[src/rtl/mem_io_bridge.sv]
// mem_io_bridge: decodes cpu byte accesses into RAM or memory-mapped I/O,
// buffers UART output in a TX FIFO and keeps the free-running cycle counter.
module mem_io_bridge #(
  parameter int TX_DEPTH_BIT = 4,
  parameter int FULL_MARGIN  = 2,
  parameter int RAM_ADDR_BIT = 17
) (
  input  logic                    clk_in,
  input  logic                    rst_in,
  input  logic                    rdy_in,
  input  logic [31:0]             cpu_a,
  input  logic [7:0]              cpu_dout,
  input  logic                    cpu_wr,
  output logic [7:0]              cpu_din,
  output logic                    io_buffer_full,
  output logic                    ram_en,
  output logic                    ram_wr,
  output logic [RAM_ADDR_BIT-1:0] ram_a,
  output logic [7:0]              ram_din,
  input  logic [7:0]              ram_dout,
  output logic [7:0]              tx_data,
  output logic                    tx_valid,
  input  logic                    tx_ready,
  input  logic [7:0]              rx_data,
  input  logic                    rx_valid,
  output logic                    rx_pop,
  output logic                    program_end
);

  localparam int DEPTH = 1 << TX_DEPTH_BIT;
  localparam logic [TX_DEPTH_BIT:0] CNT_ONE  = (TX_DEPTH_BIT+1)'(1);
  localparam logic [TX_DEPTH_BIT:0] CNT_FULL = (TX_DEPTH_BIT+1)'(DEPTH);
  localparam logic [TX_DEPTH_BIT:0] FULL_LVL = (TX_DEPTH_BIT+1)'(DEPTH - FULL_MARGIN);

  typedef enum logic [1:0] {SRC_ZERO, SRC_RAM, SRC_RX, SRC_CNT} src_e;

  logic is_io, rd_req, wr_req, sel_rx, sel_cnt, sel_stop;
  src_e src_q, src_d;
  logic [1:0]  idx_q, idx_d;
  logic [7:0]  rx_q, rx_d;
  logic [31:0] snap_q, snap_d, cnt_q, cnt_d;
  logic        end_q, end_d;

  logic [7:0]              tx_mem_q [DEPTH];
  logic [TX_DEPTH_BIT-1:0] head_q, head_d, tail_q, tail_d;
  logic [TX_DEPTH_BIT:0]   count_q, count_d;
  logic                    full_q, full_d;
  logic                    push, pop, do_push;
  logic [7:0]              push_data;

  // Address decode; only cpu_a[17:0] is significant.
  assign is_io    = (cpu_a[17:16] == 2'b11);
  assign rd_req   = rdy_in & ~cpu_wr;
  assign wr_req   = rdy_in & cpu_wr;
  assign sel_rx   = is_io & (cpu_a[15:0] == 16'h0000);
  assign sel_stop = is_io & (cpu_a[15:0] == 16'h0004);
  assign sel_cnt  = is_io & (cpu_a[15:2] == 14'h0001);

  // RAM path is a straight pass-through, held off while in reset.
  assign ram_en  = rdy_in & ~is_io & ~rst_in;
  assign ram_wr  = ram_en & cpu_wr;
  assign ram_a   = cpu_a[RAM_ADDR_BIT-1:0];
  assign ram_din = cpu_dout;

  assign rx_pop      = rd_req & sel_rx & rx_valid & ~rst_in;
  assign program_end = end_q;

  // Read-source selection, RX capture, counter and snapshot.
  always_comb begin
    src_d  = src_q;
    idx_d  = idx_q;
    rx_d   = rx_q;
    snap_d = snap_q;
    cnt_d  = cnt_q;
    end_d  = end_q;
    if (rdy_in) cnt_d = cnt_q + 32'd1;
    if (rd_req) begin
      if (!is_io) begin
        src_d = SRC_RAM;
      end else if (sel_rx) begin
        src_d = SRC_RX;
        rx_d  = rx_valid ? rx_data : 8'h00;
      end else if (sel_cnt) begin
        src_d = SRC_CNT;
        idx_d = cpu_a[1:0];
        // Only the low byte re-latches so a 4-byte load sees one value.
        if (cpu_a[1:0] == 2'b00) snap_d = cnt_q;
      end else begin
        src_d = SRC_ZERO;
      end
    end
    if (wr_req && sel_stop) end_d = 1'b1;
  end

  // Read data mux driven from the registered source.
  always_comb begin
    cpu_din = 8'h00;
    case (src_q)
      SRC_RAM:  cpu_din = ram_dout;
      SRC_RX:   cpu_din = rx_q;
      SRC_CNT:  cpu_din = snap_q[8*idx_q +: 8];
      default:  cpu_din = 8'h00;
    endcase
  end

  // TX FIFO pointer/count update; a push into a full FIFO only lands if a pop frees a slot.
  always_comb begin
    push      = wr_req & ((sel_rx & (cpu_dout != 8'h00)) | sel_stop);
    push_data = sel_stop ? 8'h00 : cpu_dout;
    pop       = (count_q != '0) & tx_ready;
    do_push   = push & ((count_q != CNT_FULL) | pop);
    head_d    = head_q;
    tail_d    = tail_q;
    count_d   = count_q;
    if (pop)     head_d = head_q + TX_DEPTH_BIT'(1);
    if (do_push) tail_d = tail_q + TX_DEPTH_BIT'(1);
    case ({do_push, pop})
      2'b10:   count_d = count_q + CNT_ONE;
      2'b01:   count_d = count_q - CNT_ONE;
      default: count_d = count_q;
    endcase
    full_d = (count_d >= FULL_LVL);
  end

  assign tx_valid       = (count_q != '0);
  assign tx_data        = tx_mem_q[head_q];
  assign io_buffer_full = full_q;

  // FIFO storage needs no reset; pointers decide what is valid.
  always_ff @(posedge clk_in) begin
    if (do_push) tx_mem_q[tail_q] <= push_data;
  end

  // State registers with asynchronous reset.
  always_ff @(posedge clk_in or posedge rst_in) begin
    if (rst_in) begin
      src_q   <= SRC_ZERO;
      idx_q   <= 2'b00;
      rx_q    <= 8'h00;
      snap_q  <= 32'h0;
      cnt_q   <= 32'h0;
      end_q   <= 1'b0;
      head_q  <= '0;
      tail_q  <= '0;
      count_q <= '0;
      full_q  <= 1'b0;
    end else begin
      src_q   <= src_d;
      idx_q   <= idx_d;
      rx_q    <= rx_d;
      snap_q  <= snap_d;
      cnt_q   <= cnt_d;
      end_q   <= end_d;
      head_q  <= head_d;
      tail_q  <= tail_d;
      count_q <= count_d;
      full_q  <= full_d;
    end
  end

endmodule

[config.mk]
export PLATFORM = sky130hd
export DESIGN_NAME = mem_io_bridge
export DESIGN_NICKNAME = d
export VERILOG_FILES = /design/src/rtl/mem_io_bridge.sv
export SDC_FILE = /design/constraint.sdc
export NUM_CORES = 1
export LEC_CHECK = 0
export CAP_MARGIN = 20
export CORE_MARGIN = 4
export CORE_UTILIZATION = 34
export DETAILED_ROUTE_END_ITERATION = 12
export SETUP_SLACK_MARGIN = 0.5
export SYNTH_ARGS = -nofsm -noshare
export SYNTH_HDL_FRONTEND = slang
export SYNTH_SLANG_ARGS = --single-unit
[constraint.sdc]
create_clock -name clk_in -period 8.3 [get_ports clk_in]
set_input_delay 0.83 -clock clk_in [delete_from_list [all_inputs] [get_ports clk_in]]
set_output_delay 0.83 -clock clk_in [all_outputs]
set_load 0.03 [all_outputs]
==> impl_metrics.json, run 1 <==
{
  "status": "complete, no violations",
  "fillers": 2467,
  "final.setup.tns_ps": 0,
  "drv_cap": 0,
  "path_class": "in -> out",
  "synthMuxAreaShare_pct": 17.0,
  "wl_per_cell_microns": 18.1,
  "cp_max_fo": 18,
  "core-area_sq_um": 27200,
  "finalPower_w": 0.00300,
  "grt_antenna_before_repair": 0,
  "final_nets": 740,
  "drt-pass1-iter-count": 4,
  "yosysTopAreaCell": "edfxtp_1",
  "io_buffers": 94,
  "dp_hpwl_microns": 13700,
  "worstMarginPinSlew_ps": 1040,
  "io_pins": 109,
  "slowest_stage": "or4_1",
  "gr-total-overflow": 0,
  "cpPeakStageDelay_ps": 740,
  "start_kind": "input port",
  "cts_inserted_buffers": 23,
  "die_w_microns": 175,
  "diodes": 0,
  "cp_data_arrival_time_ps": 3620,
  "cp_cell_sequence": "clkdlybuf4s50_1 -> nor4_1 -> nand4_1 -> or4_1 -> nor3b_1 -> clkdlybuf4s50_1",
  "syn_inst": 586,
  "synth_warnings": 0,
  "ys.flop_type": "edfxtp_1",
  "grt_util_all_layers_pct": 12.4,
  "cts_setup_buffers": 0,
  "period_share_pct": 53.6,
  "skew_ps": 23.8,
  "finalHoldViolCount": 0,
  "slew_violations": 0,
  "clockBufferDepth": 3,
  "synth_compound_area_share_pct": 2.48,
  "min_period_ps": 4450,
  "via_per_inst": 4.76,
  "grt_max_degree": 64,
  "insertion_delay_ps": 520,
  "layout_common_cells": "128 x edfxtp_1, 94 x clkdlybuf4s50_1, 89 x dfrtp_1, 48 x mux4_2, 47 x mux2_2",
  "cts_tree": "done",
  "die_y_microns": 175,
  "root_buffer": "clkbuf_16",
  "gp_congestion": 0.764,
  "grt_use_met1_pct": 16.0,
  "crit_required_ps": 7470,
  "groute.layer.met2.usage_pct": 22.3,
  "clk_pin_slew_worst_paths_ps": 60,
  "synth_top_area_share_pct": 40.6,
  "synth_edf_count": 128,
  "final_common_cell": "edfxtp_1",
  "synth_fa_ha_area_share_pct": 1.40,
  "drive_above_1_share_pct": 21.6,
  "synthSimpleGateAreaFrac_pct": 7.27,
  "areaGrowthSynthToFinish_pct": 20.5,
  "row_count": 60,
  "routed_wl_microns": 19100,
  "synth_nets": 658,
  "hold_class": "reg -> reg",
  "avgSynthCellArea_sq_um": 16.2,
  "whs_ps": 473,
  "drc": 0,
  "crit_top_cell": "clkdlybuf4s50_1",
  "top_usage_layer": "met2",
  "netlist_area_sq_um": 9470,
  "synthTopCellsByArea": "edfxtp_1 41%, dfrtp_1 24%, mux4_2 11%",
  "synth_top_family_by_area": "multiplexers",
  "antenna_left": 0,
  "fmax_ghz": 0.225,
  "crit_path_end_kind": "output pin",
  "startpoint": "cpu_a[1]",
  "p_leak_nw": 4.26,
  "vias": 5014,
  "hold_buffers": 0,
  "yosysSeqAreaShare_pct": 64.7,
  "cts.repair.resized": 0,
  "vdd_ir_drop_max_mv": 0.181,
  "synthXorXnorAreaFrac_pct": 3.79,
  "start_util_pct": 34.8,
  "ys_ff_latch": 219,
  "cts_max_level": 1,
  "reg2reg_from": "count_q[1]$_DFF_PP0_",
  "grt_setup_unrepaired": "no",
  "grt_pass1_vias": 5534,
  "async_flop_share_pct": 41.6,
  "power_density_nw_per_um2": 263,
  "grt_pass1_wl_microns": 30700,
  "use_met3_pct": 1.99,
  "drtIter0Drc": 274,
  "relSlewSlack_pct": 30.3,
  "hp-start": "cnt_q[31]$_DFFE_PP0P_",
  "dieArea_sq_um": 30600,
  "finalSetupViolCount": 0,
  "clock-sinks": 219,
  "ys_types": 39
}
==> critical path, delay by kind of cell <==
family / cells / cell delay, ps
buffers and inverters: 2 / 1180
and+or+nand+nor: 4 / 1600
==> sequential cells by signal, indices dropped and copies added (netlist names) <==
register,flops
cnt_q,32
rx_q,8
tx_mem_q,128
snap_q,32
program_end,1
tail_q,4
head_q,4
src_q,2
idx_q,2
count_q,5
io_buffer_full,1
==> metal layers <==
layer / routed length, microns / part of all wire (%) / vias to the layer above
met5: 0 / 0 / -
met4: 357 / 1.9 / 0
met3: 752 / 3.9 / 27
met2: 10100 / 53 / 93
met1: 7920 / 41 / 2544
li1: - / - / 2350
==> cells in the mapped netlist (7+ instances only) <==
master and instances:
a22o_1 8, and2_1 14, buf_1 7, buf_4 25, clkbuf_1 12, dfrtp_1 91
edfxtp_1 128, ha_1 9, inv_1 11, mux2_2 47, mux4_2 48, nand2_1 33
nand3_1 18, nand4_1 9, nor2_1 16, nor2b_1 10, nor3_1 9, nor4_1 7
o21ai_0 10, xnor2_1 28, xor2_1 13
==> final timing paths <==
kind                                             to  slack, ps  cells past startpoint
max                                          rx_pop       3850                      6
min                           cnt_q[31]$_DFFE_PP0P_        470                      1
max reg2reg                io_buffer_full$_DFF_PP0_       5100                     10
min reg2reg                   cnt_q[31]$_DFFE_PP0P_        470                      1
max in group asynchronous     cnt_q[27]$_DFFE_PP0P_       6420                      3
min in group asynchronous      idx_q[0]$_DFFE_PP0P_        700                      2
==> report_power, final <==
part | switching, W | total, W | leakage [nW] | internal [W]
Sequential | 0.000107 | 0.00131 | 2.37 | 0.00120
Clock | 0.000403 | 0.000980 | 0.357 | 0.000576
Combinational | 0.000332 | 0.000715 | 1.54 | 0.000383
Total | 0.000842 | 0.00300 | 4.26 | 0.00216
==> layout make-up <==
type / instances / area [sq um] / share of cell area (%)
sequential: 219 / 6120 / 53.7
multi-input combinational: 308 / 3030 / 26.5
timing repair buffer: 105 / 1030 / 9.03
clock buffer: 30 / 643 / 5.64
tap: 372 / 465 / 4.08
clock inverter: 9 / 80.1 / 0.702
inverter: 11 / 42.5 / 0.373
==> kinds of logic after synthesis <==
| group | count (synthesis) |
|---|---|
| muxes | 95 |
| buffers and inverters | 59 |
| and+or+nand+nor | 130 |
| adders and majority gates | 10 |
| xor gates and xnor gates | 41 |
| AOI/OAI and AO/OA | 32 |
| DFF | 219 |
==> metrics by stage <==
stage	setup slack, ps	instances	util [%]	area (sq um)
after CTS	3820	1050	41.9	11400
after floorplan	3800	586	-	9470
after detailed placement	3840	1011	39.2	10700
after global placement	3880	1011	39.2	10700
final	3850	1054	42.0	11400
after global routing	3590	1054	42.0	11400
Note: power is estimated with default switching activity, not from simulation.
==> run 2, diff against run 1 <==
- clock period: 8.3 -> 3.91 ns (I/O delays scaled with it)
==> impl_metrics.json, run 2 (synthesis gave the netlist of run 1 again) <==
{
  "status": "complete, no violations",
  "dr_wl_met3_microns": 752,
  "clockBufferDepth": 3,
  "cts_inserted_buffers": 24,
  "grt_antenna_before_repair": 0,
  "final_common_cell": "edfxtp_1",
  "place_ws_ps": 280,
  "dp_hpwl_microns": 13600,
  "fmax_ghz": 0.304,
  "wl_met1_microns": 8110,
  "layout_common_cells": "128 x edfxtp_1, 93 x clkdlybuf4s50_1, 89 x dfrtp_1, 48 x mux4_2, 47 x mux2_2",
  "largestRegisters": "tx_mem_q x128, cnt_q x32, snap_q x32",
  "crit_top_cell": "mux4_2",
  "largest-register": "tx_mem_q",
  "drv_cap": 0,
  "largest_register_ffs": 128,
  "wl_met2_microns": 10100,
  "worstMarginPinSlew_ps": 1070,
  "drive_above_1_share_pct": 22.2,
  "placed_cell_area_sq_um": 10700,
  "dieArea_sq_um": 30600,
  "worst_slack_ps": 619,
  "cts_tree": "done",
  "min_period_ps": 3290,
  "io_pins": 109,
  "gr-total-overflow": 0,
  "gp_congestion": 0.772,
  "row_count": 60,
  "whs_ps": 213,
  "via_per_inst": 4.84,
  "die_w_microns": 175,
  "io_buffers": 94,
  "die_y_microns": 175,
  "vdd_ir_drop_max_mv": 0.279,
  "final_nets": 746,
  "start_kind": "register",
  "grt_setup_unrepaired": "no",
  "vias": 5135,
  "cp_max_fo": 35,
  "hold_class": "in -> async",
  "slowest_stage": "clkdlybuf4s50_1",
  "top_layer_used": "met4",
  "crit_path_end_kind": "output pin",
  "grt_util_all_layers_pct": 12.3,
  "cp_data_arrival_time_ps": 2900,
  "core-area_sq_um": 27200,
  "diodes": 0,
  "grt_pass1_wl_microns": 30500,
  "p_leak_nw": 4.35,
  "drt-pass1-iter-count": 4,
  "finalSetupViolCount": 0,
  "clock-sinks": 219,
  "routed_wl_microns": 19100,
  "areaGrowthSynthToFinish_pct": 22.2,
  "slew_violations": 0,
  "antenna_left": 0,
  "hold_buffers": 0,
  "cts_max_level": 1,
  "clk_pin_slew_worst_paths_ps": 60,
  "crit_required_ps": 3520,
  "grt_max_degree": 84,
  "root_buffer": "clkbuf_16",
  "skew_ps": 15.4,
  "design_area_sq_um": 11600,
  "period_share_pct": 84.2,
  "drc": 0,
  "relSlewSlack_pct": 28.8,
  "finalHoldViolCount": 0,
  "cp_cell_sequence": "buf_12 -> mux4_2 -> mux4_2 -> clkdlybuf4s50_1",
  "drtIter0Drc": 256,
  "power_density_nw_per_um2": 568,
  "wl_per_cell_microns": 18.0,
  "grt_pass1_vias": 5484,
  "cpPeakStageDelay_ps": 620,
  "insertion_delay_ps": 510,
  "path_class": "reg -> out",
  "final.setup.tns_ps": 0,
  "start_util_pct": 34.8
}
==> run 2: layout make-up <==
| type | instances | area [sq um] |
|---|---|---|
| tap | 372 | 465 |
| clock buffer | 34 | 679 |
| sequential | 219 | 6120 |
| multi-input combinational | 308 | 3030 |
| timing repair buffer | 110 | 1100 |
| fill | 2429 | 15600 |
| clock inverter | 8 | 123 |
| inverter | 11 | 45.0 |
==> run 2: report_power, final <==
group	switching, W	internal [W]
sequential	0.000160	0.00255
combinational	0.000788	0.000837
clock	0.000839	0.00140
total	0.00179	0.00479
==> run 2: path summary, 6_finish.rpt <==
check,start,to,slack (ps),cells after the start
worst max-delay path,head_q[0]$_DFFE_PP0N_,tx_data[0],620,4
worst min-delay path,rst_in,src_q[0]$_DFFE_PP0P_,210,2
worst max register to register,count_q[1]$_DFF_PP0_,io_buffer_full$_DFF_PP0_,730,10
worst min register to register,program_end$_DFFE_PP0P_,program_end$_DFFE_PP0P_,470,1
max in group asynchronous,rst_in,snap_q[28]$_DFFE_PP0P_,2850,4
min in group clk_in,rx_data[2],rx_q[2]$_DFFE_PP0P_,460,3
==> run 2: repair_timing <==
action / 4_1_cts / 5_1_grt
gates resized for setup: 0 / 3
setup buffers: 0 / 0
endpoints found under the hold margin: 0 / 0
endpoints found under the setup margin: 0 / 8
==> run 2: metrics by stage <==
| step | cells | util (%) | power [W] |
|---|---|---|---|
| 5_1_grt | 1062 | 42.6 | 0.00688 |
| 3_5_place_dp | 1016 | 39.4 | 0.00439 |
| 2_1_floorplan | 586 | - | 0.00386 |
| 6_report | 1062 | 42.6 | 0.00657 |
| 4_1_cts | 1058 | 42.3 | 0.00666 |
| 3_3_place_gp | 1016 | 39.4 | 0.00435 |
==> run 2: layer usage <==
layer / GRT usage (%) / up-vias
met3: 2.19 / 14
li1: - / 2374
met1: 16.1 / 2653
met2: 21.7 / 94
met5: 0 / -
met4: 2.13 / 0
==> run 2: worst max-delay path, delay by kind of cell, from the launching register on <==
kind / cells / cell delay (ps)
buffers and inverters: 2 / 880
DFF: 1 / 370
muxes: 2 / 1120
